**config.mk**
```make
export PLATFORM = sky130hd
export DESIGN_NAME = rc4_phase_sequencer_flat
export DESIGN_NICKNAME = d
export VERILOG_FILES = /design/src/rtl/rc4_pkg.sv /design/src/rtl/rc4_phase_sequencer_if.sv /design/src/rtl/rc4_phase_sequencer_s_mem_port_mux.sv /design/src/rtl/rc4_phase_sequencer.sv /design/src/flat_wrapper.sv
export SDC_FILE = /design/constraint.sdc
export NUM_CORES = 1
export LEC_CHECK = 0
export CAP_MARGIN = 20
export CORE_MARGIN = 4
export CORE_UTILIZATION = 42
export CTS_CLUSTER_DIAMETER = 200
export DETAILED_ROUTE_END_ITERATION = 7
export PLACE_DENSITY = 0.84
export SLEW_MARGIN = 10
export SYNTH_ARGS = -nofsm -noshare
export SYNTH_HDL_FRONTEND = slang
export SYNTH_SLANG_ARGS = --single-unit
```
**constraint.sdc**
```tcl
create_clock -name inclk -period 3.8 [get_ports inclk]
set_input_delay 0.38 -clock inclk [delete_from_list [all_inputs] [get_ports inclk]]
set_output_delay 0.38 -clock inclk [all_outputs]
set_load 0.03 [all_outputs]
```
**src/rtl/rc4_pkg.sv**
```systemverilog
`default_nettype none
// ---------------------------------------------------------------------------
// rc4_pkg: shared state encoding and phase constants for the RC4 sequencer.
// Rev 1.0
// ---------------------------------------------------------------------------
package rc4_pkg;

  typedef enum logic [2:0] {
    IDLE   = 3'd0,
    LAUNCH = 3'd1,
    RUN    = 3'd2,
    DONE   = 3'd3,
    ERR    = 3'd4
  } state_t;

  localparam int PH_W    = 2;
  localparam int PH_INIT = 0;
  localparam int PH_KSA  = 1;
  localparam int PH_PRGA = 2;

  localparam int DEFAULT_TIMEOUT_CYCLES = 4096;

endpackage
`default_nettype wire

```
**src/rtl/rc4_phase_sequencer_if.sv**
```systemverilog
`default_nettype none
// ---------------------------------------------------------------------------
// rc4_phase_sequencer_if: start/done handshake, engine and S-memory signals.
// Rev 1.0
// ---------------------------------------------------------------------------
interface rc4_phase_sequencer_if
  import rc4_pkg::*;
#(
  parameter int NUM_PHASES = 3
) ();

  logic                    start;
  logic [NUM_PHASES-1:0]   phase_start;
  logic [NUM_PHASES-1:0]   phase_finish;
  logic [8*NUM_PHASES-1:0] ph_addr;
  logic [8*NUM_PHASES-1:0] ph_data;
  logic [NUM_PHASES-1:0]   ph_wren;
  logic [7:0]              s_mem_address;
  logic [7:0]              s_mem_data;
  logic                    s_mem_wren;
  logic [PH_W-1:0]         active_phase;
  logic                    busy;
  logic                    done;
  logic                    error;

  // Environment side: issues start, hosts the engines and the S memory.
  modport master (
    output start, phase_finish, ph_addr, ph_data, ph_wren,
    input  phase_start, s_mem_address, s_mem_data, s_mem_wren,
    input  active_phase, busy, done, error
  );

  // Sequencer side.
  modport slave (
    input  start, phase_finish, ph_addr, ph_data, ph_wren,
    output phase_start, s_mem_address, s_mem_data, s_mem_wren,
    output active_phase, busy, done, error
  );

endinterface
`default_nettype wire

```
**src/rtl/rc4_phase_sequencer_s_mem_port_mux.sv**
```systemverilog
`default_nettype none
// ---------------------------------------------------------------------------
// s_mem_port_mux: routes the granted engine's slice onto the S memory port.
// Rev 1.0
// ---------------------------------------------------------------------------
module s_mem_port_mux
  import rc4_pkg::*;
#(
  parameter int NUM_PHASES = 3
) (
  input  logic                    grant_valid,
  input  logic [PH_W-1:0]         grant,
  input  logic [8*NUM_PHASES-1:0] ph_addr,
  input  logic [8*NUM_PHASES-1:0] ph_data,
  input  logic [NUM_PHASES-1:0]   ph_wren,
  output logic [7:0]              s_mem_address,
  output logic [7:0]              s_mem_data,
  output logic                    s_mem_wren
);

  // Idle port parks at zero so a stray wren from any engine cannot write S.
  always_comb begin
    s_mem_address = '0;
    s_mem_data    = '0;
    s_mem_wren    = 1'b0;
    for (int k = 0; k < NUM_PHASES; k++) begin
      if (grant_valid && (grant == PH_W'(k))) begin
        s_mem_address = ph_addr[8*k +: 8];
        s_mem_data    = ph_data[8*k +: 8];
        s_mem_wren    = ph_wren[k];
      end
    end
  end

endmodule
`default_nettype wire

```
**src/rtl/rc4_phase_sequencer.sv**
```systemverilog
`default_nettype none
// ---------------------------------------------------------------------------
// rc4_phase_sequencer: runs S-init, KSA and PRGA engines in turn with a
// per-phase watchdog and owns the shared S memory port. Rev 1.0
// ---------------------------------------------------------------------------
module rc4_phase_sequencer
  import rc4_pkg::*;
#(
  parameter int NUM_PHASES     = 3,
  parameter int TIMEOUT_CYCLES = DEFAULT_TIMEOUT_CYCLES,
  parameter int CNT_W          = 13
) (
  input  logic                   inclk,
  input  logic                   reset_n,
  rc4_phase_sequencer_if.slave   bus
);

  state_t                state;
  logic [NUM_PHASES-1:0] fin_prev;
  logic [CNT_W-1:0]      watchdog;
  logic                  grant_valid;
  logic [PH_W-1:0]       active_phase;
  logic [NUM_PHASES-1:0] phase_start;
  logic                  busy;
  logic                  done;
  logic                  error;

  logic finish_evt;
  logic timeout_hit;
  logic last_phase;

  // Only a fresh rising edge on the granted engine's flag counts.
  assign finish_evt  = bus.phase_finish[active_phase] & ~fin_prev[active_phase];
  assign timeout_hit = (watchdog == CNT_W'(TIMEOUT_CYCLES - 1));
  assign last_phase  = (active_phase == PH_W'(NUM_PHASES - 1));

  always_ff @(posedge inclk or negedge reset_n) begin
    if (!reset_n) begin
      state        <= IDLE;
      fin_prev     <= '0;
      watchdog     <= '0;
      grant_valid  <= 1'b0;
      active_phase <= '0;
      phase_start  <= '0;
      busy         <= 1'b0;
      done         <= 1'b0;
      error        <= 1'b0;
    end else begin
      fin_prev    <= bus.phase_finish;
      phase_start <= '0;
      done        <= 1'b0;
      case (state)
        IDLE: begin
          if (bus.start) begin
            state        <= LAUNCH;
            active_phase <= PH_W'(PH_INIT);
            error        <= 1'b0;
            busy         <= 1'b1;
          end
        end
        LAUNCH: begin
          phase_start <= NUM_PHASES'(1) << active_phase;
          grant_valid <= 1'b1;
          watchdog    <= '0;
          state       <= RUN;
        end
        RUN: begin
          watchdog <= watchdog + CNT_W'(1);
          // A finish landing on the timeout cycle still completes the phase.
          if (finish_evt) begin
            if (last_phase) begin
              state       <= DONE;
              busy        <= 1'b0;
              grant_valid <= 1'b0;
            end else begin
              active_phase <= active_phase + PH_W'(1);
              state        <= LAUNCH;
            end
          end else if (timeout_hit) begin
            state       <= ERR;
            busy        <= 1'b0;
            grant_valid <= 1'b0;
          end
        end
        DONE: begin
          done        <= 1'b1;
          grant_valid <= 1'b0;
          state       <= IDLE;
        end
        ERR: begin
          error       <= 1'b1;
          grant_valid <= 1'b0;
          state       <= IDLE;
        end
        default: state <= IDLE;
      endcase
    end
  end

  assign bus.phase_start  = phase_start;
  assign bus.active_phase = active_phase;
  assign bus.busy         = busy;
  assign bus.done         = done;
  assign bus.error        = error;

  s_mem_port_mux #(
    .NUM_PHASES (NUM_PHASES)
  ) u_mux (
    .grant_valid   (grant_valid),
    .grant         (active_phase),
    .ph_addr       (bus.ph_addr),
    .ph_data       (bus.ph_data),
    .ph_wren       (bus.ph_wren),
    .s_mem_address (bus.s_mem_address),
    .s_mem_data    (bus.s_mem_data),
    .s_mem_wren    (bus.s_mem_wren)
  );

endmodule
`default_nettype wire
```
**src/flat_wrapper.sv**
```systemverilog
// flat-port wrapper written by rule: the top's interface ports become plain ports
module rc4_phase_sequencer_flat import rc4_pkg::*;
#(
  parameter int NUM_PHASES     = 3,
  parameter int TIMEOUT_CYCLES = DEFAULT_TIMEOUT_CYCLES,
  parameter int CNT_W          = 13
)
  (inclk, reset_n, bus_start, bus_phase_finish, bus_ph_addr, bus_ph_data, bus_ph_wren, bus_phase_start, bus_s_mem_address, bus_s_mem_data, bus_s_mem_wren, bus_active_phase, bus_busy, bus_done, bus_error);
  rc4_phase_sequencer_if #(.NUM_PHASES(NUM_PHASES)) bus_i ();
  input  logic inclk;
  input  logic reset_n;
  input wire logic [$bits(bus_i.start)-1:0] bus_start;
  input wire logic [$bits(bus_i.phase_finish)-1:0] bus_phase_finish;
  input wire logic [$bits(bus_i.ph_addr)-1:0] bus_ph_addr;
  input wire logic [$bits(bus_i.ph_data)-1:0] bus_ph_data;
  input wire logic [$bits(bus_i.ph_wren)-1:0] bus_ph_wren;
  output wire logic [$bits(bus_i.phase_start)-1:0] bus_phase_start;
  output wire logic [$bits(bus_i.s_mem_address)-1:0] bus_s_mem_address;
  output wire logic [$bits(bus_i.s_mem_data)-1:0] bus_s_mem_data;
  output wire logic [$bits(bus_i.s_mem_wren)-1:0] bus_s_mem_wren;
  output wire logic [$bits(bus_i.active_phase)-1:0] bus_active_phase;
  output wire logic [$bits(bus_i.busy)-1:0] bus_busy;
  output wire logic [$bits(bus_i.done)-1:0] bus_done;
  output wire logic [$bits(bus_i.error)-1:0] bus_error;
  assign bus_i.start = bus_start;
  assign bus_i.phase_finish = bus_phase_finish;
  assign bus_i.ph_addr = bus_ph_addr;
  assign bus_i.ph_data = bus_ph_data;
  assign bus_i.ph_wren = bus_ph_wren;
  assign bus_phase_start = bus_i.phase_start;
  assign bus_s_mem_address = bus_i.s_mem_address;
  assign bus_s_mem_data = bus_i.s_mem_data;
  assign bus_s_mem_wren = bus_i.s_mem_wren;
  assign bus_active_phase = bus_i.active_phase;
  assign bus_busy = bus_i.busy;
  assign bus_done = bus_i.done;
  assign bus_error = bus_i.error;
  rc4_phase_sequencer #(.NUM_PHASES(NUM_PHASES), .TIMEOUT_CYCLES(TIMEOUT_CYCLES), .CNT_W(CNT_W)) u_core (.inclk(inclk), .reset_n(reset_n), .bus(bus_i));
endmodule
```
==> implementation parameters <==
Parameter                              Value

Clock network
  CTS H-tree depth ... 1
  Post-CTS Hold Fix Bufs ... 0
  Clk sinks ... 28
  Clock latency on the worst-skew pair ... 0.28 ns
  Number of buffers inserted to repair setup after CTS ... 0
  Clock input transition at the sequential cells of the worst setup and hold paths ... 0.10 ns
  CTS root buf ... sky130_fd_sc_hd__clkbuf_8
  Cts bufs inserted ... 3
  CTS tree ... yes
  CTS resizes ... 0
  Maximum root-to-sink buffer count ... 2

Layout
  Commonest cells after routing, fill and taps aside ... sky130_fd_sc_hd__clkdlybuf4s50_1, sky130_fd_sc_hd__nor2_1, sky130_fd_sc_hd__dfrtp_1, sky130_fd_sc_hd__a21oi_1, sky130_fd_sc_hd__a22oi_1
  Nets@finish ... 335
  Area growth, synth to finish ... 57.2%
  Footprint of the multi-input gates ... 857 um^2
  Diodes inserted ... 0
  Most common library cell in the layout ignoring fill and taps ... sky130_fd_sc_hd__clkdlybuf4s50_1
  Layout fillers ... 309
  Final Util ... 69.3%
  Layout cells sized above 1 ... 5.13%
  Combined flip-flop and latch cell area ... 701 um^2

Routing
  Via count ... 1681
  Average wire per standard cell ... 14.9 um
  Post-DRT Antenna Nets ... 0
  Detailed Route Iter0 Violations ... 100
  WL final ... 4770 um
  Post-detailed-route DRC marker count ... 0
  Count of TritonRoute iterations in the first routing pass ... 4
  Vias/cell ... 5.24

Synthesis
  Total number of yosys warnings ... 0
  Netlist Area Pre-Place ... 1630 um^2
  Per-instance average area after synthesis ... 8.43 um^2
  Sequential share of the synthesized area ... 43.1%
  Total of flip-flops plus latches after synthesis ... 28
  Number of instances in the synthesized netlist ... 193
  Number of nets in the synthesized netlist ... 254
  Number of distinct standard cells referenced by the synthesized netlist ... 30

STA
  Final Hold Fails ... 0
  Final worst slack ... 0.620 ns
  Final Cycle Share ... 83.7%
  Worst-Margin Slew ... 1.00 ns
  Min Tclk post-route ... 3.18 ns
  Worst Skew ... 0.0101 ns
  RSZ-0062 raised after global routing ... no
  Final setup violation count ... 0
  Setup_tns ... 0 ns
  Remaining max-slew budget at the tightest pin ... 32.9%
  Max-slew violations ... 0
  Highest achievable clock rate ... 314 MHz
  Fin Hold WS ... 0.479 ns

GRT
  Number of antenna violations at the first check in global routing ... 0
  Met2 routing resource usage after global routing ... 31.5%
  M1 GR Usage ... 26.9%
  M3 GR Usage ... 3.02%
  Layer with the highest usage ... met2
  Global-route congestion overflow total ... 0
  Global-route usage over all layers ... 19.5%
  Wire length of the first global-routing pass ... 7780 um
  Maximum number of pins on one net before global-route repair ... 35
  Vias in the first global route ... 1488

Pwr
  Pleak ... 1.09 nW
  PwrDens ... 763 nW/um^2
  Worst voltage drop across the vdd grid ... 0.000535 V

Worst setup path
  R2r setup slk ... 2.03 ns
  Arrival time of the worst setup path ... 2.80 ns
  Reg-to-reg critical path startpoint ... u_core.watchdog[0]
  Critical path fanouts, max ... 34
  Startpoint Class ... flip-flop
  CP Capture Type ... primary output
  Data required, critical path ... 3.42 ns
  Reg2reg path depth ... 6
  End of the worst register-to-register path ... u_core.state[1]
  Worst setup path category ... reg -> out

Floorplanning
  Y dimension of the die ... 70.2 um
  Floorplan die area ... 4930 um^2
  Number of top-level design ports ... 82
  Die width ... 70.2 um
  Std cell rows ... 22
  Core area ... 3690 um^2
  Initial standard-cell utilization of the core ... 44.1%

Place
  Detailed-placement wirelength estimate ... 3800 um
  IO Port Bufs ... 81
  Worst setup timing slack at the placement stage ... 0.935 ns
  Weighted congestion reported at the end of routability-driven placement ... 0.794

Job
  # Max-Cap Violations ... 0

Status
  Run status ... finished clean

Hold path
  Class of the worst hold path ... in -> async
[metrics by stage]
| step | cell area [um^2] | power, mW | instances |
|---|---|---|---|
| 3_5_place_dp | 2480 | 1.72 | 317 |
| 5_1_grt | 2560 | 2.08 | 321 |
| 6_report | 2560 | 1.95 | 321 |
| 4_1_cts | 2560 | 1.96 | 321 |
| 2_1_floorplan | 1630 | 1.21 | 193 |
| 3_3_place_gp | 2480 | 1.71 | 317 |
[synthesized netlist by cell type]
master	count	area share, %
sky130_fd_sc_hd__nor2_1	30	6.9
sky130_fd_sc_hd__dfrtp_1	28	43
sky130_fd_sc_hd__a21oi_1	24	7.4
sky130_fd_sc_hd__a22oi_1	18	8.3
sky130_fd_sc_hd__nand2_1	15	3.5
sky130_fd_sc_hd__o21ai_0	11	3.4
sky130_fd_sc_hd__inv_1	9	2.1
sky130_fd_sc_hd__nand3_1	9	2.8
sky130_fd_sc_hd__mux2i_1	5	3.1
sky130_fd_sc_hd__and2_1	4	1.5
sky130_fd_sc_hd__buf_2	4	1.2
sky130_fd_sc_hd__clkbuf_1	4	0.92
sky130_fd_sc_hd__ha_1	4	3.1
sky130_fd_sc_hd__and3_1	3	1.2
sky130_fd_sc_hd__nand4_1	3	1.2
sky130_fd_sc_hd__a22o_1	2	1.1
sky130_fd_sc_hd__a31oi_1	2	0.77
sky130_fd_sc_hd__nand2b_1	2	0.77
sky130_fd_sc_hd__nor3_1	2	0.62
sky130_fd_sc_hd__nor3_2	2	1.2
sky130_fd_sc_hd__o31ai_1	2	0.92
sky130_fd_sc_hd__or3_1	2	0.77
sky130_fd_sc_hd__a211o_1	1	0.54
sky130_fd_sc_hd__a31o_2	1	0.54
sky130_fd_sc_hd__and4_2	1	0.62
sky130_fd_sc_hd__mux2_2	1	0.69
sky130_fd_sc_hd__nand2_2	1	0.38
sky130_fd_sc_hd__o21ai_1	1	0.31
sky130_fd_sc_hd__o41ai_1	1	0.54
sky130_fd_sc_hd__or3_4	1	0.69
[critical path: stages (launching register included)]
cell and delay (ns):
sky130_fd_sc_hd__dfrtp_1 0.48, sky130_fd_sc_hd__inv_1 0.10, sky130_fd_sc_hd__ha_1 0.23, sky130_fd_sc_hd__nand2_1 0.74, sky130_fd_sc_hd__nor2_1 0.11, sky130_fd_sc_hd__a21oi_1 0.17
sky130_fd_sc_hd__clkdlybuf4s50_1 0.70
[per-layer routing]
layer	share of wire [%]	wire length (um)
met5	0	0
met2	51	2450
met4	1.1	51
met3	3.6	172
met1	44	2100
[sequential cells by signal, indices dropped and copies added, names as in the netlist]
register	flops
u_core.grant_valid	1
u_core.bus.done	1
u_core.watchdog	13
u_core.state	3
u_core.bus.active_phase	2
u_core.bus.phase_start	3
u_core.fin_prev	3
u_core.bus.busy	1
u_core.bus.error	1
[kinds of logic after synthesis]
| group | synth area share, % |
|---|---|
| DFF | 43.1 |
| muxes | 3.77 |
| and+or+nand+nor | 22.1 |
| AOI/OAI and AO/OA | 23.8 |
| buffers and inverters | 4.23 |
| adders and majority gates | 3.08 |
[power breakdown]
| part | switching [mW] | total (mW) | internal [mW] |
|---|---|---|---|
| Clock | 0.0920 | 0.233 | 0.141 |
| Combinational | 0.773 | 1.32 | 0.545 |
| Sequential | 0.0516 | 0.399 | 0.348 |
[how the worst max path moves through the flow]
| stage | start | endpoint | slack (ns) | cells past startpoint |
|---|---|---|---|---|
| 6_report | u_core.bus.active_phase[0] | bus_s_mem_data[7] | 0.62 | 6 |
| 5_1_grt | u_core.bus.active_phase[0] | bus_s_mem_address[3] | 0.33 | 6 |
| 4_1_cts | u_core.bus.active_phase[0] | bus_s_mem_data[7] | 0.62 | 6 |
| 3_5_place_dp | u_core.bus.active_phase[0] | bus_s_mem_data[7] | 0.93 | 6 |
| 3_3_place_gp | u_core.bus.active_phase[0] | bus_s_mem_data[5] | 1.05 | 6 |
| 2_1_floorplan | u_core.bus.active_phase[1] | bus_s_mem_address[0] | 1.42 | 6 |
[cell type report]
type	instances	area share (%)
inverter	9	1.32
sequential	28	27.4
clock buffer	3	1.62
multi-input combinational	148	33.5
timing repair buffer	84	32.6
clock inverter	1	1.17
tap	48	2.35
No activity file was read; power rests on OpenSTA's default activity.
